`config.mk`:
```
export PLATFORM = sky130hd
export DESIGN_NAME = mux41_rr_flat
export DESIGN_NICKNAME = d
export VERILOG_FILES = /design/src/rtl/mux41_rr_if.sv /design/src/rtl/mux41_rr.sv /design/src/flat_wrapper.sv
export SDC_FILE = /design/constraint.sdc
export NUM_CORES = 1
export LEC_CHECK = 0
export BUFFER_PORTS_ARGS = -buffer_cell sky130_fd_sc_hd__buf_4
export CAP_MARGIN = 20
export CORE_AREA = 2 2 94 69
export CTS_BUF_LIST = sky130_fd_sc_hd__clkbuf_8
export CTS_CLUSTER_DIAMETER = 200
export CTS_CLUSTER_SIZE = 8
export DETAILED_ROUTE_END_ITERATION = 16
export DIE_AREA = 0 0 96 71
export PLACE_DENSITY = 0.58
export RECOVER_POWER = 50
export SETUP_SLACK_MARGIN = 0.5
export SLEW_MARGIN = 40
export SYNTH_ARGS = -nofsm -noshare
export SYNTH_HDL_FRONTEND = slang
export SYNTH_SLANG_ARGS = --single-unit
```
`constraint.sdc`:
```
create_clock -name clk -period 3.8 [get_ports clk]
set_input_delay 0.38 -clock clk [delete_from_list [all_inputs] [get_ports clk]]
set_output_delay 0.38 -clock clk [all_outputs]
set_load 0.01 [all_outputs]
```
`src/rtl/mux41_rr_if.sv`:
```
// Channel-side and output-side handshake bundle for the 4:1 round-robin collector.
// The slave modport is the collector; the master modport is whatever drives it.
interface mux41_rr_if #(
  parameter int unsigned BUS_WIDTH = 8
);
  logic [BUS_WIDTH-1:0] in_a;
  logic [BUS_WIDTH-1:0] in_b;
  logic [BUS_WIDTH-1:0] in_c;
  logic [BUS_WIDTH-1:0] in_d;
  logic [3:0]           in_valid;
  logic [3:0]           in_last;
  logic [3:0]           in_ready;
  logic [BUS_WIDTH-1:0] out;
  logic [1:0]           out_sel;
  logic                 out_last;
  logic                 out_valid;
  logic                 out_ready;

  modport slave (
    input  in_a, in_b, in_c, in_d, in_valid, in_last, out_ready,
    output in_ready, out, out_sel, out_last, out_valid
  );

  modport master (
    output in_a, in_b, in_c, in_d, in_valid, in_last, out_ready,
    input  in_ready, out, out_sel, out_last, out_valid
  );
endinterface

```
`src/rtl/mux41_rr.sv`:
```
// Four-to-one round-robin collector: merges four valid/ready channels onto one
// registered, source-tagged output stream, keeping multi-beat frames contiguous.
module mux41_rr #(
  parameter int unsigned BUS_WIDTH = 8,
  parameter logic        UNSEL_LVL = 1'b0
) (
  input  logic       clk,
  input  logic       rst,
  mux41_rr_if.slave  bus_io
);

  typedef enum logic {ARB, LOCK} state_e;

  state_e               state_q, state_d;
  logic [1:0]           ptr_q, ptr_d;
  logic [1:0]           lch_q, lch_d;
  logic [BUS_WIDTH-1:0] out_q, out_d;
  logic [1:0]           sel_q, sel_d;
  logic                 last_q, last_d;
  logic                 valid_q, valid_d;

  logic [1:0]           gnt_idx;
  logic                 gnt_vld;
  logic [1:0]           cand;
  logic [BUS_WIDTH-1:0] gnt_data;
  logic                 load_ok;
  logic                 accept;

  // Searching from the farthest candidate back to ptr lets the nearest valid
  // channel overwrite the others, giving first-match priority from ptr.
  // NOTE: every output of a combinational block gets a default first so no path leaves it unassigned (no latch).
  always_comb begin
    gnt_idx = lch_q;
    gnt_vld = 1'b0;
    cand    = ptr_q;
    if (state_q == LOCK) begin
      gnt_vld = bus_io.in_valid[lch_q];
    end else begin
      for (int k = 3; k >= 0; k--) begin
        cand = ptr_q + 2'(k);
        if (bus_io.in_valid[cand]) begin
          gnt_idx = cand;
          gnt_vld = 1'b1;
        end
      end
    end
  end

  always_comb begin
    case (gnt_idx)
      2'd0:    gnt_data = bus_io.in_a;
      2'd1:    gnt_data = bus_io.in_b;
      2'd2:    gnt_data = bus_io.in_c;
      default: gnt_data = bus_io.in_d;
    endcase
  end

  assign load_ok         = !valid_q || bus_io.out_ready;
  assign accept          = gnt_vld && load_ok && !rst;
  assign bus_io.in_ready = accept ? (4'b0001 << gnt_idx) : 4'b0000;

  always_comb begin
    state_d = state_q;
    ptr_d   = ptr_q;
    lch_d   = lch_q;
    out_d   = out_q;
    sel_d   = sel_q;
    last_d  = last_q;
    valid_d = valid_q;
    if (accept) begin
      out_d   = gnt_data;
      sel_d   = gnt_idx;
      last_d  = bus_io.in_last[gnt_idx];
      valid_d = 1'b1;
      if (bus_io.in_last[gnt_idx]) begin
        state_d = ARB;
        ptr_d   = gnt_idx + 2'd1;
      end else begin
        state_d = LOCK;
        lch_d   = gnt_idx;
      end
    end else if (valid_q && bus_io.out_ready) begin
      valid_d = 1'b0;
      out_d   = {BUS_WIDTH{UNSEL_LVL}};
      last_d  = 1'b0;
    end
  end

  // NOTE: state registers use non-blocking assignments so every flop samples pre-edge values.
  always_ff @(posedge clk or posedge rst) begin
    if (rst) begin
      state_q <= ARB;
      ptr_q   <= 2'd0;
      lch_q   <= 2'd0;
      out_q   <= {BUS_WIDTH{UNSEL_LVL}};
      sel_q   <= 2'd0;
      last_q  <= 1'b0;
      valid_q <= 1'b0;
    end else begin
      state_q <= state_d;
      ptr_q   <= ptr_d;
      lch_q   <= lch_d;
      out_q   <= out_d;
      sel_q   <= sel_d;
      last_q  <= last_d;
      valid_q <= valid_d;
    end
  end

  assign bus_io.out       = out_q;
  assign bus_io.out_sel   = sel_q;
  assign bus_io.out_last  = last_q;
  assign bus_io.out_valid = valid_q;

endmodule

```
`src/flat_wrapper.sv`:
```
// flat-port wrapper written by rule: the top's interface ports become plain ports
module mux41_rr_flat 
#(
  parameter int unsigned BUS_WIDTH = 8,
  parameter logic        UNSEL_LVL = 1'b0
)
  (clk, rst, bus_io_in_a, bus_io_in_b, bus_io_in_c, bus_io_in_d, bus_io_in_valid, bus_io_in_last, bus_io_out_ready, bus_io_in_ready, bus_io_out, bus_io_out_sel, bus_io_out_last, bus_io_out_valid);
  mux41_rr_if #(.BUS_WIDTH(BUS_WIDTH)) bus_io_i ();
  input  logic clk;
  input  logic rst;
  input wire logic [$bits(bus_io_i.in_a)-1:0] bus_io_in_a;
  input wire logic [$bits(bus_io_i.in_b)-1:0] bus_io_in_b;
  input wire logic [$bits(bus_io_i.in_c)-1:0] bus_io_in_c;
  input wire logic [$bits(bus_io_i.in_d)-1:0] bus_io_in_d;
  input wire logic [$bits(bus_io_i.in_valid)-1:0] bus_io_in_valid;
  input wire logic [$bits(bus_io_i.in_last)-1:0] bus_io_in_last;
  input wire logic [$bits(bus_io_i.out_ready)-1:0] bus_io_out_ready;
  output wire logic [$bits(bus_io_i.in_ready)-1:0] bus_io_in_ready;
  output wire logic [$bits(bus_io_i.out)-1:0] bus_io_out;
  output wire logic [$bits(bus_io_i.out_sel)-1:0] bus_io_out_sel;
  output wire logic [$bits(bus_io_i.out_last)-1:0] bus_io_out_last;
  output wire logic [$bits(bus_io_i.out_valid)-1:0] bus_io_out_valid;
  assign bus_io_i.in_a = bus_io_in_a;
  assign bus_io_i.in_b = bus_io_in_b;
  assign bus_io_i.in_c = bus_io_in_c;
  assign bus_io_i.in_d = bus_io_in_d;
  assign bus_io_i.in_valid = bus_io_in_valid;
  assign bus_io_i.in_last = bus_io_in_last;
  assign bus_io_i.out_ready = bus_io_out_ready;
  assign bus_io_in_ready = bus_io_i.in_ready;
  assign bus_io_out = bus_io_i.out;
  assign bus_io_out_sel = bus_io_i.out_sel;
  assign bus_io_out_last = bus_io_i.out_last;
  assign bus_io_out_valid = bus_io_i.out_valid;
  mux41_rr #(.BUS_WIDTH(BUS_WIDTH), .UNSEL_LVL(UNSEL_LVL)) u_core (.clk(clk), .rst(rst), .bus_io(bus_io_i));
endmodule
```
== Word level (Yosys, flattened, before mapping) ==
Index checks and enable logic that the tools add are counted.
Storage, ports and cells
  register bits: 17
  logic and storage cells: 61
  input port bits: 43
  output and inout bits: 16
Operators by class
  reduce and logical (&&, ||, !) cells: 10
  eq/ne operators: 2
  add/subtract/negate cells: 4
  bitwise operators: 1
  magnitude comparators: 6
  muxes and demuxes: 30
  shift operators: 1
Operators by type and width (number)
  case mux 8 bit (3 select lines): 1
  less-than comparator 2 x 3 -> 1 bit, second input constant: 6
  2-to-1 mux 8 bit: 2
  2-to-1 mux 1 bit: 15
  binary-select mux 1 bit (select 2 bit): 6
  2-to-1 mux 2 bit: 5
  adder 2 x 1 -> 2 bit, second input constant: 2
  adder 2 bit, second input constant: 2
  2-to-1 mux 4 bit: 1
  AND reduction 2 bit: 2
  << shifter 1 x 2 -> 4 bit, first input constant: 1
  logical AND 1 bit: 3
  == test 2 x 1 -> 1 bit, second input constant: 1
  == test 2 bit, second input constant: 1
  logical NOT 1 bit: 2
  logical NOT 2 bit: 1
  nonzero test 2 bit: 1
  logical OR 1 bit: 1
  NOT 1 bit: 1

== Longest topological paths before layout ==
Gate-level depths: netlist of the first run.
  word-level depth: 12
  depth in mapped cells: 13
  gate-level depth less buffers: 10

== Worst setup path before layout of the first run ==
OpenSTA, ideal clock, no wires.
  kind: reg-to-reg
  start: register u_core.ptr_q[1]
  end: register u_core.out_q[0] (netlist: u_core.bus_io.out[0])
  arrival time: 2.205 ns
  stages on the path, launching flop included: 13
  period minus slack after synthesis: 2.340 ns
  path buffers: 2
  required time: 3.665 ns
  setup slack: 1.460 ns
  setup time: 0.135 ns
  path through: dfrtp_1 -> buf_6 -> o21bai_1 -> a21oi_2 -> o21ai_2 -> o211ai_4 -> inv_1 -> ha_1 -> buf_1 -> a222oi_1 -> nor2_1 -> a21oi_1 -> o21ai_0
Between the ends
  cells in the longest elaborated chain, start to end: 11
  elaborated cells between the ends (all ways): 29
  classes of those cells: 3 x add/sub; 2 x eq/ne; 20 x mux; 4 x reduce/logical
Ends and longest elaborated chain
  start: declaration: RTL line mux41_rr.sv:15  | logic [1:0] ptr_q, ptr_d;
  start signal: assignment: RTL line mux41_rr.sv:101  | ptr_q <= ptr_d;
  adder 2 bit: RTL line mux41_rr.sv:40  | cand = ptr_q + 2'(k);
  binary-select mux 1 bit (select 2 bit): RTL line mux41_rr.sv:41  | if (bus_io.in_valid[cand]) begin
  2-to-1 mux 1 bit (not written as such): RTL line mux41_rr.sv:41
  2-to-1 mux 2 bit (3 in a row): RTL line mux41_rr.sv:41
  2-to-1 mux 2 bit *: RTL line mux41_rr.sv:41
  2-to-1 mux 2 bit *: RTL line mux41_rr.sv:36  | if (state_q == LOCK) begin
  named net u_core.gnt_idx[1]: RTL line mux41_rr.sv:22  | logic [1:0] gnt_idx;
  == test 2 bit, or another cell as far along: RTL line mux41_rr.sv:50  | case (gnt_idx)
  case mux 8 bit (3 select lines) *: RTL line mux41_rr.sv:50
  2-to-1 mux 8 bit *: RTL line mux41_rr.sv:70  | if (accept) begin
  end signal: assignment: RTL line mux41_rr.sv:95  | out_q <= {BUS_WIDTH{UNSEL_LVL}};
  end signal: assignment: RTL line mux41_rr.sv:103  | out_q <= out_d;
  end: declaration: RTL line mux41_rr.sv:17  | logic [BUS_WIDTH-1:0] out_q, out_d;
Mark *: on every way through the listed nets, which the timed path passes. The rest lies on a longest branch. The select of a mux whose other input is x is not followed.
A chain may end at the register's enable or synchronous reset.

== Worst setup path in the final report of the first run ==
  start: register u_core.ptr_q[1]
  end: output port bus_io_in_ready[0]
Between the ends
  elaborated cells between the ends (all ways): 25
  classes of those cells: 3 x add/sub; 1 x shift; 19 x mux; 2 x reduce/logical
RTL lines
  adder 2 bit: RTL line mux41_rr.sv:40
  binary-select mux 1 bit (select 2 bit): RTL line mux41_rr.sv:41
  2-to-1 mux 1 bit (not written as such): RTL line mux41_rr.sv:41
  2-to-1 mux 2 bit (3 in a row): RTL line mux41_rr.sv:41
  2-to-1 mux 2 bit *: RTL line mux41_rr.sv:41
  2-to-1 mux 2 bit *: RTL line mux41_rr.sv:36
  named net u_core.gnt_idx[0]: RTL line mux41_rr.sv:22
  << shifter 1 x 2 -> 4 bit *: RTL line mux41_rr.sv:60  | assign bus_io.in_ready = accept ? (4'b0001 << gnt_idx) : 4'b0000;
  2-to-1 mux 4 bit *: RTL line mux41_rr.sv:60
  end: declaration: RTL line flat_wrapper.sv:18  | output wire logic [$bits(bus_io_i.in_ready)-1:0] bus_io_in_ready;
Marks and branches as above.

==> metrics.txt, run 1 <==
yosys warns=0; ANT cells=0; Post-synth EDFFs=0; Final Skew=1.41 ps; global-route wire length before repair=6710 um; First DRT Iteration DRCs=123; Post-CTS Setup Bufs=0; max cap viols=0; clock slew at reported path FFs=70 ps; Mean Syn Cell Area=8.68 sq um; Critical Path AT=2510 ps; Mapped Nets=212; DPL Wire Length=3240 um; Synth Cell Area=1420 sq um; final period utilization=76.1%; worst path required time=3420 ps; Pleak=0.837 nW; CTS HTree Levels=1; Detailed Routing Iterations Pass 1=5; fin. max-slew vios=0; post-synthesis sequential area ratio=29.9%; number of global-route vias before repair=1,361; setup tns final=0 ps; CTS max path bufs=2; VDD IR-drop max=0.316 mV; die height=71 um; largest net degree at the start of global routing=21; FMAX=0.346 GHz; Primary FF master, synth=dfrtp_1; IO buf count=58; Die Footprint=6820 sq um; Routed WL=4110 um; Cells after Synth=164; Hold Buf Count CTS=0; DRC=0; Antenna Nets Post-Route=0; async set or reset register ratio after synthesis=100%; I/O pin cnt=59; RSZ-0062 raised after global routing=no; Placeable Area=5980 sq um; most frequent cells in the layout=buf_4, dfrtp_1, nor2_1, o21ai_0; Final Hold Violating Endpoints=0; Initial Util=23.8%; RePlAce Congestion=0.772; CTS root buffer=clkbuf_8; initial antenna violation count=0; CTS tree=yes; Vias=1,393; total power=1.47 mW; GRT overflow=0; worst-path fanout max=15; DIE WIDTH=96 um; hold crit path type=primary input to register; fraction of layout cells with a size suffix above 1=33.0%; outcome=complete, no violations; CTS resizes=0; slew margin rel.=37.3%; Power Density=777 nW/um^2; Layout area overhead=33.0%; Tmin final=2890 ps; measured slew at the worst slew-check pin=940 ps; post-synthesis cell type count=48; drt via density=4.80; Nets=261; GR Util All Layers=12.3%; Final setup viols=0; cell row count=24; Synth Register Bits=17; CP Launch Type=register; clk sinks=17; crit end category=output pin; DR WL/cell=14.2 um; CP Class=register to output pin; most common cell after layout, fill and taps aside=buf_4; CTS Buf Count=3; Clk Latency, worst-skew pair=250 ps
power by group:
part / switching [mW] / internal, mW
clock network: 0.0602 / 0.0726
registers: 0.112 / 0.257
logic: 0.532 / 0.438
total: 0.704 / 0.767
critical path, cell delays in order, from the launching register on:
cell and delay (ps):
dfrtp_1 530, nand2b_1 240, a21o_1 190, a221oi_2 340
nor3_4 130, inv_2 100, ha_1 370, inv_1 70
nor2_1 120, buf_4 150
per-layer routing:
metal  GRT usage, %  up-vias  share of wire [%]
met1           19.3      652                 52
met4           1.43        0               0.22
li1               -      700                  -
met3           3.30        2                5.2
met5              0        -                  0
met2           17.3       39                 43
stage by stage:
step / area, sq um / util [%] / instances / setup slack [ps] / hold slack [ps]
finish: 1890 / 31.7 / 290 / 910 / 322
global route: 1890 / 31.7 / 290 / 624 / 355
CTS: 1930 / 32.3 / 290 / 881 / 157
detailed placement: 1880 / 31.5 / 286 / 1040 / 429
global placement: 1880 / 31.5 / 286 / 1120 / 443
floorplan: 1420 / - / 164 / 1460 / 314
path summary, 6_finish.rpt:
check	startpoint	to	slack, ps	cells after the start
setup / recovery	u_core.ptr_q[1]$_DFFE_PP0P_	bus_io_in_ready[0]	910	9
hold / removal	bus_io_out_ready	u_core.bus_io.out_valid$_DFFE_PP0P_	320	2
setup reg to reg	u_core.ptr_q[0]$_DFFE_PP0P_	u_core.bus_io.out[2]$_DFFE_PP0P_	1040	10
hold reg to reg	u_core.bus_io.out_sel[0]$_DFFE_PP0P_	u_core.bus_io.out_sel[0]$_DFFE_PP0P_	490	1
max in group asynchronous	rst	u_core.bus_io.out[3]$_DFFE_PP0P_	2820	3
min in group asynchronous	rst	u_core.bus_io.out_valid$_DFFE_PP0P_	410	3
cell type report:
type / instances / area (sq um)
Timing Repair Buffer: 60 / 417
Clock buffer: 3 / 41.3
Fill cell: 653 / 4080
Multi-Input combinational cell: 120 / 867
Tap cell: 78 / 97.6
Inverter: 11 / 41.3
Clock inverter: 1 / 5.00
Sequential cell: 17 / 425
synth_stat cells, drive strengths merged (5+ instances only):
cell type / n / share of area [%]
a21oi: 12 / 4.5
a222oi: 8 / 5.6
buf: 12 / 5.3
dfrtp: 17 / 30
ha: 5 / 4.4
inv: 11 / 2.9
nand2: 7 / 1.8
nand3: 11 / 3.9
nor2: 17 / 4.7
o21ai: 19 / 6.9
cells by family (layout without fill, tap and decap cells):
| family | after synthesis | after routing | share of synthesized area, % |
|---|---|---|---|
| adders and majority gates | 5 | 5 | 4.39 |
| and+or+nand+nor | 50 | 50 | 18.0 |
| buffers and inverters | 27 | 75 | 9.23 |
| DFF | 17 | 17 | 29.9 |
| muxes | 9 | 9 | 9.23 |
| AOI/OAI and AO/OA | 56 | 56 | 29.3 |
sequential cells by signal, indices dropped and copies added (netlist names):
register                 count
u_core.bus_io.out_last       1
u_core.state_q               1
u_core.lch_q                 2
u_core.ptr_q                 2
u_core.bus_io.out            8
u_core.bus_io.out_sel        2
u_core.bus_io.out_valid      1
(Power assumes the default switching activity.)
==> inputs of run 2 (changes only) <==
Settings changed: ABC_AREA set to 1.
Clock period 3.8 ns to 2.75 ns, I/O delays scaled along.
==> run 2 against run 1 <==
Synthesized area is 0.97% higher. Largest power group unchanged. Clock skew is 0.70 ps higher. Highest routed layer unchanged. Critical endpoint is now u_core.bus_io.out[6]$_DFFE_PP0P_. Count of clock-buffer cells in the layout stayed put.
==> metrics.txt, run 2 <==
Primary FF master, synth=dfrtp_1 (unchanged); Pleak=1.19 nW (was 0.837 nW); largest net degree at the start of global routing=29 (was 21); most instantiated cells after synthesis=nand2_1, nand3_1, inv_1, dfrtp_1 (was dfrtp_1, nor2_1, o21ai_0, a21oi_1, nand3_1); CTS max path bufs=2 (unchanged); Die Footprint=6820 sq um (unchanged); clock slew at reported path FFs=60 ps (was 70 ps); slew margin rel.=38.2% (was 37.3%); most frequent cell after synthesis=nand2_1 (was dfrtp_1); CTS Buf Count=3 (unchanged); CTS HTree Levels=1 (unchanged); Area contributors post-synth=dfrtp_1, nand2_1, nand3_1 (was dfrtp_1, a222oi_1, o21ai_0); FMAX=0.407 GHz; DIE WIDTH=96 um (unchanged); worst path required time=2880 ps (was 3420 ps); most frequent cells in the layout=buf_4, nand2_1, nand2_2, nand3_1 (was buf_4, dfrtp_1, nor2_1, o21ai_0); fin. max-slew vios=0 (unchanged); Placeable Area=5980 sq um (unchanged); yosys warns=0 (unchanged); DPL Wire Length=3280 um (was 3240 um); Layout area overhead=66.5% (was 33.0%); hold_ws=219 ps (was 322 ps); Routed WL=4610 um (was 4110 um); setup tns final=0 ps (unchanged); final core occ=40.1% (was 31.7%); async set or reset register ratio after synthesis=100% (unchanged); Worst Setup SP=u_core.ptr_q[0]$_DFFE_PP0P_ (was u_core.ptr_q[1]$_DFFE_PP0P_); die height=71 um (unchanged); Final Hold Violating Endpoints=0 (unchanged); IO buf count=58 (unchanged); drt via density=4.53 (was 4.80); Clk Latency, worst-skew pair=250 ps (about the same); post-synthesis cell type count=27 (was 48); DRC=0 (unchanged); Hold Buf Count CTS=0 (unchanged); Cells after Synth=203 (was 164); Tmin final=2460 ps; Post-synth EDFFs=0 (unchanged); Mapped Nets=251 (was 212); critical path's largest stage delay=500 ps (was 530 ps); worst path bufs/invs=5 (was 3); Worst path slowest cell=dfrtp_2 (was dfrtp_1); Nets=325 (was 261); Power Density=1410 nW/um^2 (was 777 nW/um^2); DR WL/cell=13.0 um (was 14.2 um); max cap viols=0 (unchanged); Design Area, Final=2390 sq um (was 1890 sq um); crit end category=register (was output pin); Critical Path AT=2590 ps (was 2510 ps); CP delay by family, top=simple AND/OR/NAND/NOR gates (was flip-flops); Final Skew=2.12 ps (was 1.41 ps); DP Area=1940 sq um (was 1880 sq um); Initial Util=24.1% (was 23.8%); RePlAce Congestion=0.833 (was 0.772); number of global-route vias before repair=1,530 (was 1,361); hold crit path type=primary input to register (unchanged); max FFs per register=8 (unchanged); CP Launch Type=register (unchanged); top-area cell type share of the netlist area=29.6% (was 29.9%); Vias=1,603 (was 1,393); CTS tree=yes (unchanged); CTS root buffer=clkbuf_8 (unchanged); outcome=complete, no violations (unchanged); CP Class=register to register (was register to output pin); post-synthesis sequential area ratio=29.6% (was 29.9%); fraction of layout cells with a size suffix above 1=54.0% (was 33.0%); Synth Register Bits=17 (unchanged); Mean Syn Cell Area=7.08 sq um (was 8.68 sq um); Final setup viols=0 (unchanged); final period utilization=89.4%; most common cell after layout, fill and taps aside=buf_4 (unchanged); Non-Filler Instances=354 (was 290); Detailed Routing Iterations Pass 1=4 (was 5); measured slew at the worst slew-check pin=928 ps (was 940 ps); worst-path fanout max=8 (was 15); worst path cell trace=inv_8 > nand2_4 > nand2_4 > nand2_4 > nand2_4 > clkinv_2 > nand2_1 > nand2_1 > nand2_2 > nand2_4 > nand2_8 > clkinvlp_4 > ha_4 > buf_12 > buf_12 > a221oi_2 > o31ai_1 (was nand2b_1 > a21o_1 > a221oi_2 > nor3_4 > inv_2 > ha_1 > inv_1 > nor2_1 > buf_4); Antenna Nets Post-Route=0 (unchanged); Placed Cells=333 (was 286); worst r2r src=u_core.ptr_q[0]$_DFFE_PP0P_ (unchanged); area leader, netlist=dfrtp_1 (unchanged); hold_sp=bus_io_out_ready (unchanged); ANT cells=0 (unchanged); Synth Cell Area=1440 sq um (was 1420 sq um); First DRT Iteration DRCs=86 (was 123); most frequent CP cell=nand2_4; VDD IR-drop max=0.679 mV (was 0.316 mV); clk sinks=17 (unchanged); GRT overflow=0 (unchanged); I/O pin cnt=59 (unchanged); RSZ-0062 raised after global routing=yes (was no); global-route wire length before repair=7400 um (was 6710 um); initial antenna violation count=0 (unchanged); GR Util All Layers=13.7% (was 12.3%); cell row count=24 (unchanged)
[run 2: changes by cell type after synthesis, sizes merged, moves of 7 or more]
cell	delta
nand2	+69
o21ai	-14
buf	-7
o31ai	+7
a21oi	-9
a221oi	+7
a222oi	-8
nand3	+21
inv	+10
[run 2: worst paths after layout]
path / cells past startpoint / slack (ps) / endpoint
worst min register to register: 2 / 490 / u_core.bus_io.out_sel[1]$_DFFE_PP0P_
worst min-delay path: 2 / 220 / u_core.bus_io.out_valid$_DFFE_PP0P_
max in group asynchronous: 3 / 1800 / u_core.ptr_q[1]$_DFFE_PP0P_
worst max register to register: 17 / 290 / u_core.bus_io.out[6]$_DFFE_PP0P_
worst max-delay path: 17 / 290 / u_core.bus_io.out[6]$_DFFE_PP0P_
min in group asynchronous: 3 / 320 / u_core.bus_io.out_valid$_DFFE_PP0P_
[run 2: power breakdown]
group | leakage, nW | internal [mW] | total [mW] | switching [mW]
registers | 0.215 | 0.362 | 0.487 | 0.125
logic | 0.948 | 1.23 | 2.70 | 1.47
clock network | 0.0269 | 0.0992 | 0.184 | 0.0843
total | 1.19 | 1.69 | 3.37 | 1.68
[run 2: per-stage QoR]
stage / setup WS, ps / total power [mW]
final: 291 / 3.37
after global routing: 174 / 3.64
after CTS: 331 / 3.15
after detailed placement: 146 / 2.17
after global placement: 148 / 2.18
after floorplan: 527 / 1.72
[run 2: cell type report]
cell class / count / area [sq um]
timing repair buffer: 76 / 569
sequential: 17 / 428
clock buffer: 3 / 41.3
fill: 601 / 3580
inverter: 24 / 111
multi-input combinational: 154 / 1130
timing repair inverter: 1 / 7.51
clock inverter: 1 / 3.75
tap: 78 / 97.6
[run 2: kinds of logic (layout without fill, tap and decap cells)]
group,count (synthesis),after routing,synth area share [%]
simple gates,123,123,42.7
buf+inv,32,105,10.3
compound gates,26,26,13.1
flops,17,17,29.6
fa+ha+maj,5,5,4.35
[run 2: layer usage]
layer | global-route usage [%] | wire (um)
met5 | 0 | 0
met4 | 2.38 | 26
met3 | 2.66 | 252
met2 | 19.1 | 2020
met1 | 21.7 | 2310
[run 2: what timing repair did]
| item | in CTS | in global routing |
|---|---|---|
| pin swaps | 20 | 20 |
| resized for setup | 51 | 21 |
| gates cloned | 1 | 0 |
| hold endpoints to repair | 0 | 0 |
| setup buffers | 13 | 3 |
| setup endpoints to repair | 12 | 12 |
